**src/rtl/tube_readout_pkg.sv**
```systemverilog
// Shared constants for the tube readout block: FSM encoding,
// frame header byte and the byte-index width of a frame.
package tube_readout_pkg;
  localparam logic [2:0] S_IDLE    = 3'd0;
  localparam logic [2:0] S_CLEAR   = 3'd1;
  localparam logic [2:0] S_WINDOW  = 3'd2;
  localparam logic [2:0] S_CAPTURE = 3'd3;
  localparam logic [2:0] S_SEND    = 3'd4;

  localparam logic [7:0] FRAME_HDR = 8'hA5;

  // Wide enough to index NUM_TUBES+3 bytes for up to 32 tubes
  localparam int TUBE_CNT_W = 6;
endpackage

```
**src/rtl/tube_frame_tx.sv**
```systemverilog
// Frame serializer: header, event number, tube bytes, XOR checksum,
// presented on a valid/ready holding register.
module tube_frame_tx
  import tube_readout_pkg::*;
#(
  parameter int NUM_TUBES = 8
) (
  input  logic                   clk,
  input  logic                   rst,
  input  logic                   start_i,
  input  logic [NUM_TUBES*8-1:0] snap_i,
  input  logic [7:0]             evt_i,
  input  logic                   out_ready_i,
  output logic [7:0]             out_data_o,
  output logic                   out_valid_o,
  output logic                   done_o
);
  localparam logic [TUBE_CNT_W-1:0] LAST = TUBE_CNT_W'(NUM_TUBES + 2);

  logic [TUBE_CNT_W-1:0] idx_q, idx_d, nxt;
  logic [7:0]            data_q, data_d;
  logic [7:0]            csum_q, csum_d;
  logic [7:0]            nxt_byte;
  logic                  valid_q, valid_d;
  logic                  xfer;

  assign xfer = valid_q && out_ready_i;
  assign nxt  = idx_q + TUBE_CNT_W'(1);

  // Checksum byte falls out as the default: running XOR plus last tube
  always_comb begin
    nxt_byte = csum_q ^ data_q;
    if (nxt == TUBE_CNT_W'(1))
      nxt_byte = evt_i;
    for (int i = 0; i < NUM_TUBES; i++)
      if (nxt == TUBE_CNT_W'(i + 2))
        nxt_byte = snap_i[8*i +: 8];
  end

  always_comb begin
    idx_d   = idx_q;
    data_d  = data_q;
    csum_d  = csum_q;
    valid_d = valid_q;
    if (start_i) begin
      idx_d   = '0;
      data_d  = FRAME_HDR;
      csum_d  = '0;
      valid_d = 1'b1;
    end else if (xfer) begin
      if (idx_q == LAST) begin
        valid_d = 1'b0;
        data_d  = '0;
      end else begin
        idx_d  = nxt;
        data_d = nxt_byte;
        if (idx_q != '0)
          csum_d = csum_q ^ data_q;
      end
    end
  end

  always_ff @(posedge clk or posedge rst) begin
    if (rst) begin
      idx_q   <= '0;
      data_q  <= '0;
      csum_q  <= '0;
      valid_q <= 1'b0;
    end else begin
      idx_q   <= idx_d;
      data_q  <= data_d;
      csum_q  <= csum_d;
      valid_q <= valid_d;
    end
  end

  assign out_data_o  = data_q;
  assign out_valid_o = valid_q;
  assign done_o      = xfer && (idx_q == LAST);
endmodule

```
**src/rtl/tube_readout.sv**
```systemverilog
// Tube readout sequencer: clear, gate window, capture, then stream
// one frame per trigger; counts triggers that arrive while busy.
module tube_readout
  import tube_readout_pkg::*;
#(
  parameter int NUM_TUBES     = 8,
  parameter int WINDOW_CYCLES = 200
) (
  input  logic                   clk,
  input  logic                   clr,
  input  logic                   trigger,
  input  logic [NUM_TUBES*8-1:0] tube_data,
  input  logic                   out_ready,
  output logic                   tube_clr,
  output logic                   gate_enable,
  output logic [7:0]             out_data,
  output logic                   out_valid,
  output logic                   busy,
  output logic [7:0]             missed_triggers
);
  logic [2:0]             state_q, state_d;
  logic [7:0]             win_q, win_d;
  logic [7:0]             evt_q, evt_d;
  logic [7:0]             miss_q, miss_d;
  logic [NUM_TUBES*8-1:0] snap_q, snap_d;
  logic                   tclr_q, gate_q, busy_q;
  logic                   tx_done;

  always_comb begin
    state_d = state_q;
    win_d   = win_q;
    evt_d   = evt_q;
    snap_d  = snap_q;
    case (state_q)
      S_IDLE:
        if (trigger) state_d = S_CLEAR;
      S_CLEAR: begin
        state_d = S_WINDOW;
        win_d   = 8'(WINDOW_CYCLES - 1);
      end
      S_WINDOW:
        if (win_q == '0) state_d = S_CAPTURE;
        else             win_d   = win_q - 8'd1;
      S_CAPTURE: begin
        snap_d  = tube_data;
        state_d = S_SEND;
      end
      S_SEND:
        if (tx_done) begin
          state_d = S_IDLE;
          evt_d   = evt_q + 8'd1;
        end
      default: state_d = S_IDLE;
    endcase
  end

  always_comb begin
    miss_d = miss_q;
    if (trigger && state_q != S_IDLE && miss_q != 8'hFF)
      miss_d = miss_q + 8'd1;
  end

  always_ff @(posedge clk or posedge clr) begin
    if (clr) begin
      state_q <= S_IDLE;
      win_q   <= '0;
      evt_q   <= '0;
      miss_q  <= '0;
      snap_q  <= '0;
      tclr_q  <= 1'b0;
      gate_q  <= 1'b0;
      busy_q  <= 1'b0;
    end else begin
      state_q <= state_d;
      win_q   <= win_d;
      evt_q   <= evt_d;
      miss_q  <= miss_d;
      snap_q  <= snap_d;
      tclr_q  <= (state_d == S_CLEAR);
      gate_q  <= (state_d == S_WINDOW);
      busy_q  <= (state_d != S_IDLE);
    end
  end

  tube_frame_tx #(
    .NUM_TUBES(NUM_TUBES)
  ) u_tx (
    .clk        (clk),
    .rst        (clr),
    .start_i    (state_q == S_CAPTURE),
    .snap_i     (snap_d),
    .evt_i      (evt_q),
    .out_ready_i(out_ready),
    .out_data_o (out_data),
    .out_valid_o(out_valid),
    .done_o     (tx_done)
  );

  assign tube_clr        = tclr_q;
  assign gate_enable     = gate_q;
  assign busy            = busy_q;
  assign missed_triggers = miss_q;
endmodule

```
**config.mk**
```make
export PLATFORM = sky130hd
export DESIGN_NAME = tube_readout
export DESIGN_NICKNAME = d
export VERILOG_FILES = /design/src/rtl/tube_readout_pkg.sv /design/src/rtl/tube_frame_tx.sv /design/src/rtl/tube_readout.sv
export SDC_FILE = /design/constraint.sdc
export NUM_CORES = 1
export LEC_CHECK = 0
export CORE_MARGIN = 1
export CORE_UTILIZATION = 48
export CTS_BUF_LIST = sky130_fd_sc_hd__clkbuf_16
export DETAILED_ROUTE_END_ITERATION = 16
export PLACE_DENSITY = 0.72
export RECOVER_POWER = 50
export SLEW_MARGIN = 20
export SYNTH_ARGS = -nofsm -noshare
export SYNTH_HDL_FRONTEND = slang
export SYNTH_HIERARCHICAL = 1
export SYNTH_SLANG_ARGS = --single-unit
```
**constraint.sdc**
```tcl
create_clock -name clk -period 4.5 [get_ports clk]
set_clock_uncertainty 0.05 [all_clocks]
set_input_delay 0.45 -clock clk [delete_from_list [all_inputs] [get_ports clk]]
set_output_delay 0.45 -clock clk [all_outputs]
set_load 0.005 [all_outputs]
```
Word level (Yosys, flattened, before mapping)
Cells that the tools add are included.
{ "totals": {"reg_bits": 117, "in_bits": 68, "output_inout_bits": 20} }
{ "op_classes": {"n_addsub": 4, "eq_ne": 19, "n_mux": 29, "n_bitwise": 1, "reduce_logical": 18} }
{ "ops": {"columns": ["op", "count"], "rows": [
  ["$mux 8", 17],
  ["$mux 64", 1],
  ["$eq 6x3->1 const B", 4],
  ["$eq 6x4->1 const B", 3],
  ["$mux 6", 3],
  ["$add 8x1->8 const B", 2],
  ["$pmux 8 s2", 1],
  ["$pmux 3 s5", 1],
  ["$eq 6x2->1 const B", 2],
  ["$eq 3x2->1 const B", 3],
  ["$mux 3", 3],
  ["$logic_not 8->1", 1],
  ["$ne 8x8->1 const B", 1],
  ["$reduce_and 2->1", 4],
  ["$reduce_bool 2->1", 4],
  ["$sub 8x1->8 const B", 1],
  ["$xor 8x8->8", 1],
  ["$add 6x1->6 const B", 1],
  ["$eq 3x1->1 const B", 2],
  ["$eq 6x1->1 const B", 1],
  ["$reduce_bool 3->1", 2],
  ["$reduce_bool 6->1", 1],
  ["$logic_and 1x1->1", 4],
  ["$eq 3x3->1 const B", 1],
  ["other kinds (5)", 7]
]} }

Logic depth before layout (Yosys ltp)
Gate-level depths: netlist (run 1).
{ "logic_depth": {"depth_word": 14, "ltp_mapped": 12} }

Modules after synthesis
The synthesis (run 1) kept the hierarchy.
{ "modules_own_cells": {"columns": ["module", "instances", "cells_per_inst", "area_per_inst_um2", "seq_area_each_um2"], "rows": [
  ["tube_readout", 1, 268, 3828.7, 2352.3],
  ["tube_frame_tx", 1, 294, 2371.0, 575.6]
]} }

Worst setup path before layout (run 1)
No wires, ideal clock.
{ "synth_path": {"path_type": "register to register", "from": "register u_tx.idx_q[0]", "to": "register u_tx.data_q[5], in the netlist u_tx/out_data_o[5]", "setup_ns": 0.134, "arrival_time_ns": 2.285, "setup_slack_ns": 2.030, "path_stages_with_launch": 9, "cell_sequence": "dfrtp_1 -> ha_1 -> buf_6 -> a311o_1 -> o31ai_4 -> o211ai_4 -> mux2_4 -> a2111oi_2 -> a21oi_1"} }
{ "synth_via": {"elab_chain_cells": 14, "word_cells_on_any_way": 23} }
{ "synth_lines": {"columns": ["element", "line_no", "text"], "rows": [
  ["start, declared", "tube_frame_tx.sv:20", "logic [TUBE_CNT_W-1:0] idx_q, idx_d, nxt;"],
  ["start signal, assigned", "tube_frame_tx.sv:70", "idx_q <= idx_d;"],
  ["$add 6x1->6", "tube_frame_tx.sv:28", "assign nxt = idx_q + TUBE_CNT_W'(1);"],
  ["$eq 6x1->1", "tube_frame_tx.sv:33", "if (nxt == TUBE_CNT_W'(1))"],
  ["$mux 8", "tube_frame_tx.sv:33", null],
  ["$mux 8 (8 in series)", "tube_frame_tx.sv:36", "if (nxt == TUBE_CNT_W'(i + 2))"],
  ["$mux 8 *", "tube_frame_tx.sv:51", "if (idx_q == LAST) begin"],
  ["$mux 8 *", "tube_frame_tx.sv:50", "end else if (xfer) begin"],
  ["$mux 8 *", "tube_frame_tx.sv:45", "if (start_i) begin"],
  ["end signal, assigned", "tube_frame_tx.sv:71", "data_q <= data_d;"],
  ["end, declared", "tube_frame_tx.sv:21", "logic [7:0] data_q, data_d;"]
]} }
Every way passes the cells marked *; elsewhere a longest branch is shown, timed or not. The select of a mux whose other input is x is not followed.
A chain may end at the register's enable or synchronous reset.

==> flow_summary.json, run 1 <==
{
  "status": "complete, but fails checks",
  "violations": "max-capacitance violations, max-slew violations",
  "initial_core_util": 0.491,
  "synthesis.instances": 562,
  "cp.required_ps": 4500,
  "synth-xor-area-share": 0.0452,
  "busiest_layer": "met2",
  "nFillCells": 1067,
  "layout_setup_ws_ps": 1180,
  "totalWireLength_um": 15900,
  "ff2ff_path_depth": 7,
  "grt_pass1_vias": 4802,
  "syn_to_final_growth_pct": 25.5,
  "avgViaCountPerCell": 5.77,
  "hp-class": "flip-flop to flip-flop",
  "finalSetupViolCount": 0,
  "power_frac_seq": 0.319,
  "h-tree-depth": 4,
  "clkTransAtPathRegs_ps": 60,
  "finalSetupTns_ps": 0,
  "cp-start-kind": "input port",
  "grtUsageTotal": 0.254,
  "hold_viol": 0,
  "clock.fmax_mhz": 301,
  "crit_chain": "dlygate4sd3_1 > clkinvlp_2 > clkbuf_1",
  "port-buffer-count": 87,
  "wire_per_inst_um": 19.1,
  "synth_flop_cell": "dfrtp_1",
  "die_area_um2": 13400,
  "layout-drive-gt1-share": 0.194,
  "ir_drop_v": 0.000311,
  "criticalPathCategory": "input port to asynchronous set/reset pin",
  "comb_power_share": 0.440,
  "yosysUniqueCellTypes": 73,
  "synth.yosys.warnings": 6,
  "syn_nets": 639,
  "fp-row-count": 41,
  "ios": 88,
  "ys_seq_area_frac": 0.472,
  "antenna_found_initial": 0,
  "p_sw_uw": 2150,
  "drv_slew": 76,
  "final_common_cell": "dfrtp_1",
  "leakagePower_uw": 0.00329,
  "ctsHoldBuffers": 0,
  "syn_area_um2": 6200,
  "cts_tree": "done",
  "drt-initial-drc-count": 400,
  "synth.largest_area_cell": "dfrtp_1",
  "die_h_um": 116,
  "layout_common_cells": "dfrtp_1 (117), clkdlybuf4s50_1 (86), mux2_2 (74)",
  "cts_resized": 0,
  "layout.nets": 725,
  "coreArea_um2": 12600,
  "crit_buf_inv": 3,
  "synthTopCellsByArea": "dfrtp_1 (47%), mux2_2 (13%), xor2_1 (3.1%)",
  "r2r-start": "u_tx/idx_q[1]",
  "synthAdderAreaFrac": 0.0182,
  "tightestPinTransition_ps": 2230,
  "cts.sinks": 117,
  "path_max_fanout": 42,
  "max-clock-path-buffers": 2,
  "slew_headroom": -0.490,
  "synth_mux_area_frac": 0.142,
  "fin_crit_ps": 3320,
  "swShare": 0.368,
  "dpl.cell_count": 801,
  "rsz0062_at_grt": "no",
  "die_x_um": 116,
  "clockRootBuffer": "clkbuf_16",
  "num_vias": 4805,
  "drtPass1Iterations": 6,
  "post_cts_buffers": 0,
  "grt_max_degree": 43,
  "synth_compound_area_frac": 0.145,
  "synth_async_sr_flop_share": 1.00,
  "gp_congestion": 0.982,
  "clk_latency_ps": 410,
  "holdPathStages": 1,
  "synth-seq-cells": 117,
  "period_share": 0.739,
  "powerDensity_nw_per_um2": 752,
  "cpMaxStageDelayCell": "clkbuf_1",
  "instances_no_fill": 833,
  "p_int_uw": 3700,
  "worstSetupEndpointType": "asynchronous set/reset pin",
  "cp_slowest_stage_delay_ps": 1650,
  "grt_pass1_wl_um": 25400,
  "syn_avg_cell_area_um2": 11.0,
  "crit_path_start": "clr",
  "pwr-share-clk": 0.242,
  "use_met3": 0.0617,
  "synth_top_area_share": 0.472,
  "yosys.area_share.simple": 0.140,
  "max_cap_violations": 2,
  "place_ws_ps": 1370,
  "dp.final_hpwl_um": 11500,
  "min_from": "evt_q[7]",
  "grt_use_met2": 0.405,
  "drc": 0,
  "grt_overflow": 0,
  "grt_use_met1": 0.341,
  "synth_edf_count": 0,
  "diodes": 0,
  "antenna_left": 0,
  "numCtsBuffers": 17,
  "synth_top_family_by_area": "compound AO/OA/AOI/OAI gates",
  "arrival_ps": 3330,
  "hold_ws_ps": 430,
  "crit_cells": 3,
  "crit_family": "buffers and inverters"
}
-- power by group through the flow --
stage | Combinational, µW | Clock [µW] | Sequential, µW
final | 2570 | 1410 | 1860
after global routing | 2780 | 1490 | 1930
after floorplan | 1880 | 0 | 1750
after detailed placement | 2510 | 0 | 1880
after global placement | 2460 | 0 | 1840
after CTS | 2540 | 1430 | 1870
-- cell type report --
cell class	count	area (µm²)	area share
flip-flops and latches	117	2930	0.376
clock buffers	17	425	0.0547
repair buffers	92	901	0.116
clock inverters	15	194	0.0249
well taps	172	215	0.0277
inverters	24	91.3	0.0117
multi-input cells	396	3030	0.389
-- synthesized netlist by cell type (6+ instances only) --
cell,count
dfrtp_1,117
mux2_2,74
nand2_1,49
nor2_1,28
inv_1,24
o21ai_0,22
xor2_1,22
a21oi_1,20
nand3_1,16
nor3_1,10
xnor2_1,10
clkbuf_1,9
ha_1,9
nand4_1,9
buf_2,7
o211ai_1,7
o22ai_1,7
a22oi_1,6
buf_4,6
nand2b_1,6
-- per-stage QoR --
stage / util / instance area [µm²] / total power, µW
final: 0.616 / 7780 / 5850
after global routing: 0.616 / 7780 / 6200
after CTS: 0.618 / 7800 / 5840
after detailed placement: 0.569 / 7180 / 4390
after global placement: 0.569 / 7180 / 4310
after floorplan: - / 6200 / 3630
-- layer usage --
| layer | wire, µm | vias up | part of all wire |
|---|---|---|---|
| li1 | - | 2222 | - |
| met1 | 7040 | 2371 | 0.44 |
| met2 | 7570 | 185 | 0.48 |
| met3 | 951 | 27 | 0.060 |
| met4 | 342 | 0 | 0.021 |
| met5 | 0 | - | 0 |
-- worst register-to-register path, delay by kind of cell (launching register included) --
| family | cells | cell delay (ps) |
|---|---|---|
| compound gates | 4 | 1370 |
| flops | 1 | 550 |
| fa+ha+maj | 1 | 550 |
| mux | 1 | 360 |
| simple gates | 1 | 190 |
-- flip-flops by register name, indices dropped and copies added (netlist names), 3 cells and up --
signal and flops:
snap_q 64, evt_q 8, missed_triggers 8, u_tx/csum_q 8
u_tx/out_data_o 8, win_q 8, u_tx/idx_q 6, state_q 3
-- path summary, 6_finish.rpt --
check	to	slack, ps
max in group clk	u_tx/out_data_o[5]	1300
worst max-delay path	snap_q[33]	1180
min in group asynchronous	evt_q[6]	660
worst min-delay path	evt_q[7]	430
worst max register to register	u_tx/out_data_o[5]	1300
worst min register to register	evt_q[7]	430
-- kinds of logic (layout without fill, tap and decap cells) --
kind of cell               Yosys count  after routing
buffers and inverters               49            148
muxes                               78             78
xor gates and xnor gates            32             32
AOI/OAI and AO/OA                  120            120
and+or+nand+nor                    157            157
DFF                                117            117
adders and majority gates            9              9
(Power assumes the default switching activity.)
==> run 2: changes to the inputs <==
==> constraint.sdc (replaced) <==
create_clock -name clk -period 3.37 [get_ports clk]
set_clock_uncertainty 0.05 [all_clocks]
set_input_delay 0.337 -clock clk [delete_from_list [all_inputs] [get_ports clk]]
set_output_delay 0.337 -clock clk [all_outputs]
set_load 0.005 [all_outputs]
==> run 2 against run 1 <==
Net effect:
- die area stayed put
- non-clock buffer count rose by 7
- the flow still finishes with violations (max-capacitance violations, max-slew violations)
- via count shrank 1.3%
- clock power increased by 23%
- wire length rose by 1.3%
- sequential cell count did not move
==> flow_summary.json, run 2 (synthesis gave the netlist of run 1 again) <==
{
  "pwr-share-clk": 0.225,
  "numCtsBuffers": 17,
  "grt_max_degree": 43,
  "status": "complete, but fails checks",
  "p_int_uw": 4830,
  "power_frac_seq": 0.323,
  "criticalPathCategory": "flip-flop to flip-flop",
  "comb_power_share": 0.452,
  "drtPass1Iterations": 5,
  "cp-start-kind": "flip-flop",
  "r2r-start": "u_tx/idx_q[1]",
  "grtUsageTotal": 0.259,
  "powerDensity_nw_per_um2": 990,
  "worstSetupEndpointType": "flip-flop",
  "port-buffer-count": 87,
  "tightestPinTransition_ps": 1840,
  "layout.nets": 732,
  "cts_tree": "done",
  "drv_slew": 43,
  "slew_headroom": -0.233,
  "cp.required_ps": 3580,
  "hp-class": "flip-flop to flip-flop",
  "drt-initial-drc-count": 379,
  "p_sw_uw": 2890,
  "gp_congestion": 0.965,
  "post_cts_buffers": 0,
  "arrival_ps": 3170,
  "die_h_um": 116,
  "layout_common_cells": "dfrtp_1 (117), clkdlybuf4s50_1 (86), mux2_2 (74)",
  "hold_viol": 0,
  "holdPathStages": 1,
  "die_area_um2": 13400,
  "final_core_util": 0.618,
  "diodes": 0,
  "fp-row-count": 41,
  "regArea_um2": 2930,
  "largest_register_ffs": 64,
  "max-clock-path-buffers": 2,
  "path_max_fanout": 13,
  "grt_pass1_vias": 4764,
  "coreArea_um2": 12600,
  "die_x_um": 116,
  "ios": 88,
  "ff2ff_path_depth": 7,
  "crit_path_start": "u_tx/idx_q[1]",
  "swShare": 0.375,
  "layout_setup_ws_ps": 419,
  "leakagePower_uw": 0.00330,
  "grt_pass1_wl_um": 25500,
  "rsz0062_at_grt": "no",
  "layout-drive-gt1-share": 0.204,
  "multi_input_area_um2": 3030,
  "antenna_left": 0,
  "hold_ws_ps": 435,
  "finalSetupViolCount": 0,
  "finalSetupTns_ps": 0,
  "final_common_cell": "dfrtp_1",
  "num_vias": 4744,
  "nFillCells": 1069,
  "clkTransAtPathRegs_ps": 50,
  "min_from": "evt_q[7]",
  "dp.final_hpwl_um": 12000,
  "fin_crit_ps": 2950,
  "max_cap_violations": 1,
  "wire_per_inst_um": 19.2,
  "totalWireLength_um": 16100,
  "initial_core_util": 0.491,
  "violations": "max-capacitance violations, max-slew violations",
  "cts_resized": 0,
  "h-tree-depth": 4,
  "antenna_found_initial": 0,
  "drc": 0,
  "clk_latency_ps": 410,
  "clockRootBuffer": "clkbuf_16",
  "syn_to_final_growth_pct": 25.8,
  "period_share": 0.876,
  "cts.sinks": 117,
  "avgViaCountPerCell": 5.65,
  "ctsHoldBuffers": 0,
  "place_ws_ps": 485,
  "grt_overflow": 0,
  "ir_drop_v": 0.000426,
  "top_register": "snap_q",
  "clock.fmax_mhz": 339
}
==> run 2: cell count changes in the layout (fill, tap and decap cells not counted) <==
cell and delta:
buf_12 +1, buf_4 +6, clkbuf_1 -1, clkinvlp_4 +2
clkinv_1 -1, clkbuf_2 +1, bufinv_16 -2
==> run 2: worst paths after layout <==
kind,to,slack [ps]
worst min-delay path,evt_q[7],430
worst max-delay path,u_tx/out_data_o[4],420
max in group asynchronous,snap_q[54],860
worst max register to register,u_tx/out_data_o[4],420
worst min register to register,evt_q[7],430
min in group asynchronous,u_tx/csum_q[5],570
==> run 2: final cells by class <==
type / count / area share
inverters: 24 / 0.0117
flip-flops and latches: 117 / 0.375
well taps: 172 / 0.0276
multi-input cells: 396 / 0.388
clock buffers: 17 / 0.0546
clock inverters: 14 / 0.0186
repair buffers: 99 / 0.124
==> run 2: worst max-delay path: stages (launching register included) <==
cell and delay, ps:
dfrtp_1 550, ha_1 540, nand4_4 180, o31a_1 370
a211o_1 430, o211a_1 290, o211ai_1 190, o221ai_1 190
==> run 2: power by group through the flow <==
stage / combinational [µW] / clock, µW / sequential, µW
detailed placement: 3440 / 0 / 2510
finish: 3490 / 1740 / 2490
floorplan: 2510 / 0 / 2340
global route: 3790 / 1840 / 2570
global placement: 3400 / 0 / 2470
CTS: 3470 / 1780 / 2490
==> run 2: per-stage QoR <==
stage | instance area (µm²) | total power, µW | cells
after floorplan | 6200 | 4850 | 562
after global placement | 7240 | 5880 | 808
after detailed placement | 7240 | 5950 | 808
after CTS | 7820 | 7740 | 839
after global routing | 7800 | 8200 | 839
final | 7800 | 7720 | 839
==> run 2: layer usage <==
metal | wire length (µm) | vias to the layer above | part of all wire | global-route usage
li1 | - | 2232 | - | -
met1 | 7490 | 2330 | 0.46 | 0.346
met2 | 7420 | 155 | 0.46 | 0.405
met3 | 884 | 27 | 0.055 | 0.0628
met4 | 325 | 0 | 0.020 | 0.108
met5 | 0 | - | 0 | 0
==> run 3: changes to the inputs <==
--- a/config.mk
+++ b/config.mk
@@ -16,3 +16,4 @@
 export SYNTH_HDL_FRONTEND = slang
 export SYNTH_HIERARCHICAL = 1
 export SYNTH_SLANG_ARGS = --single-unit
+export TNS_END_PERCENT = 100
==> results of run 3 <==
Same layout as run 2: the final DEF is identical, and so are final timing and power.
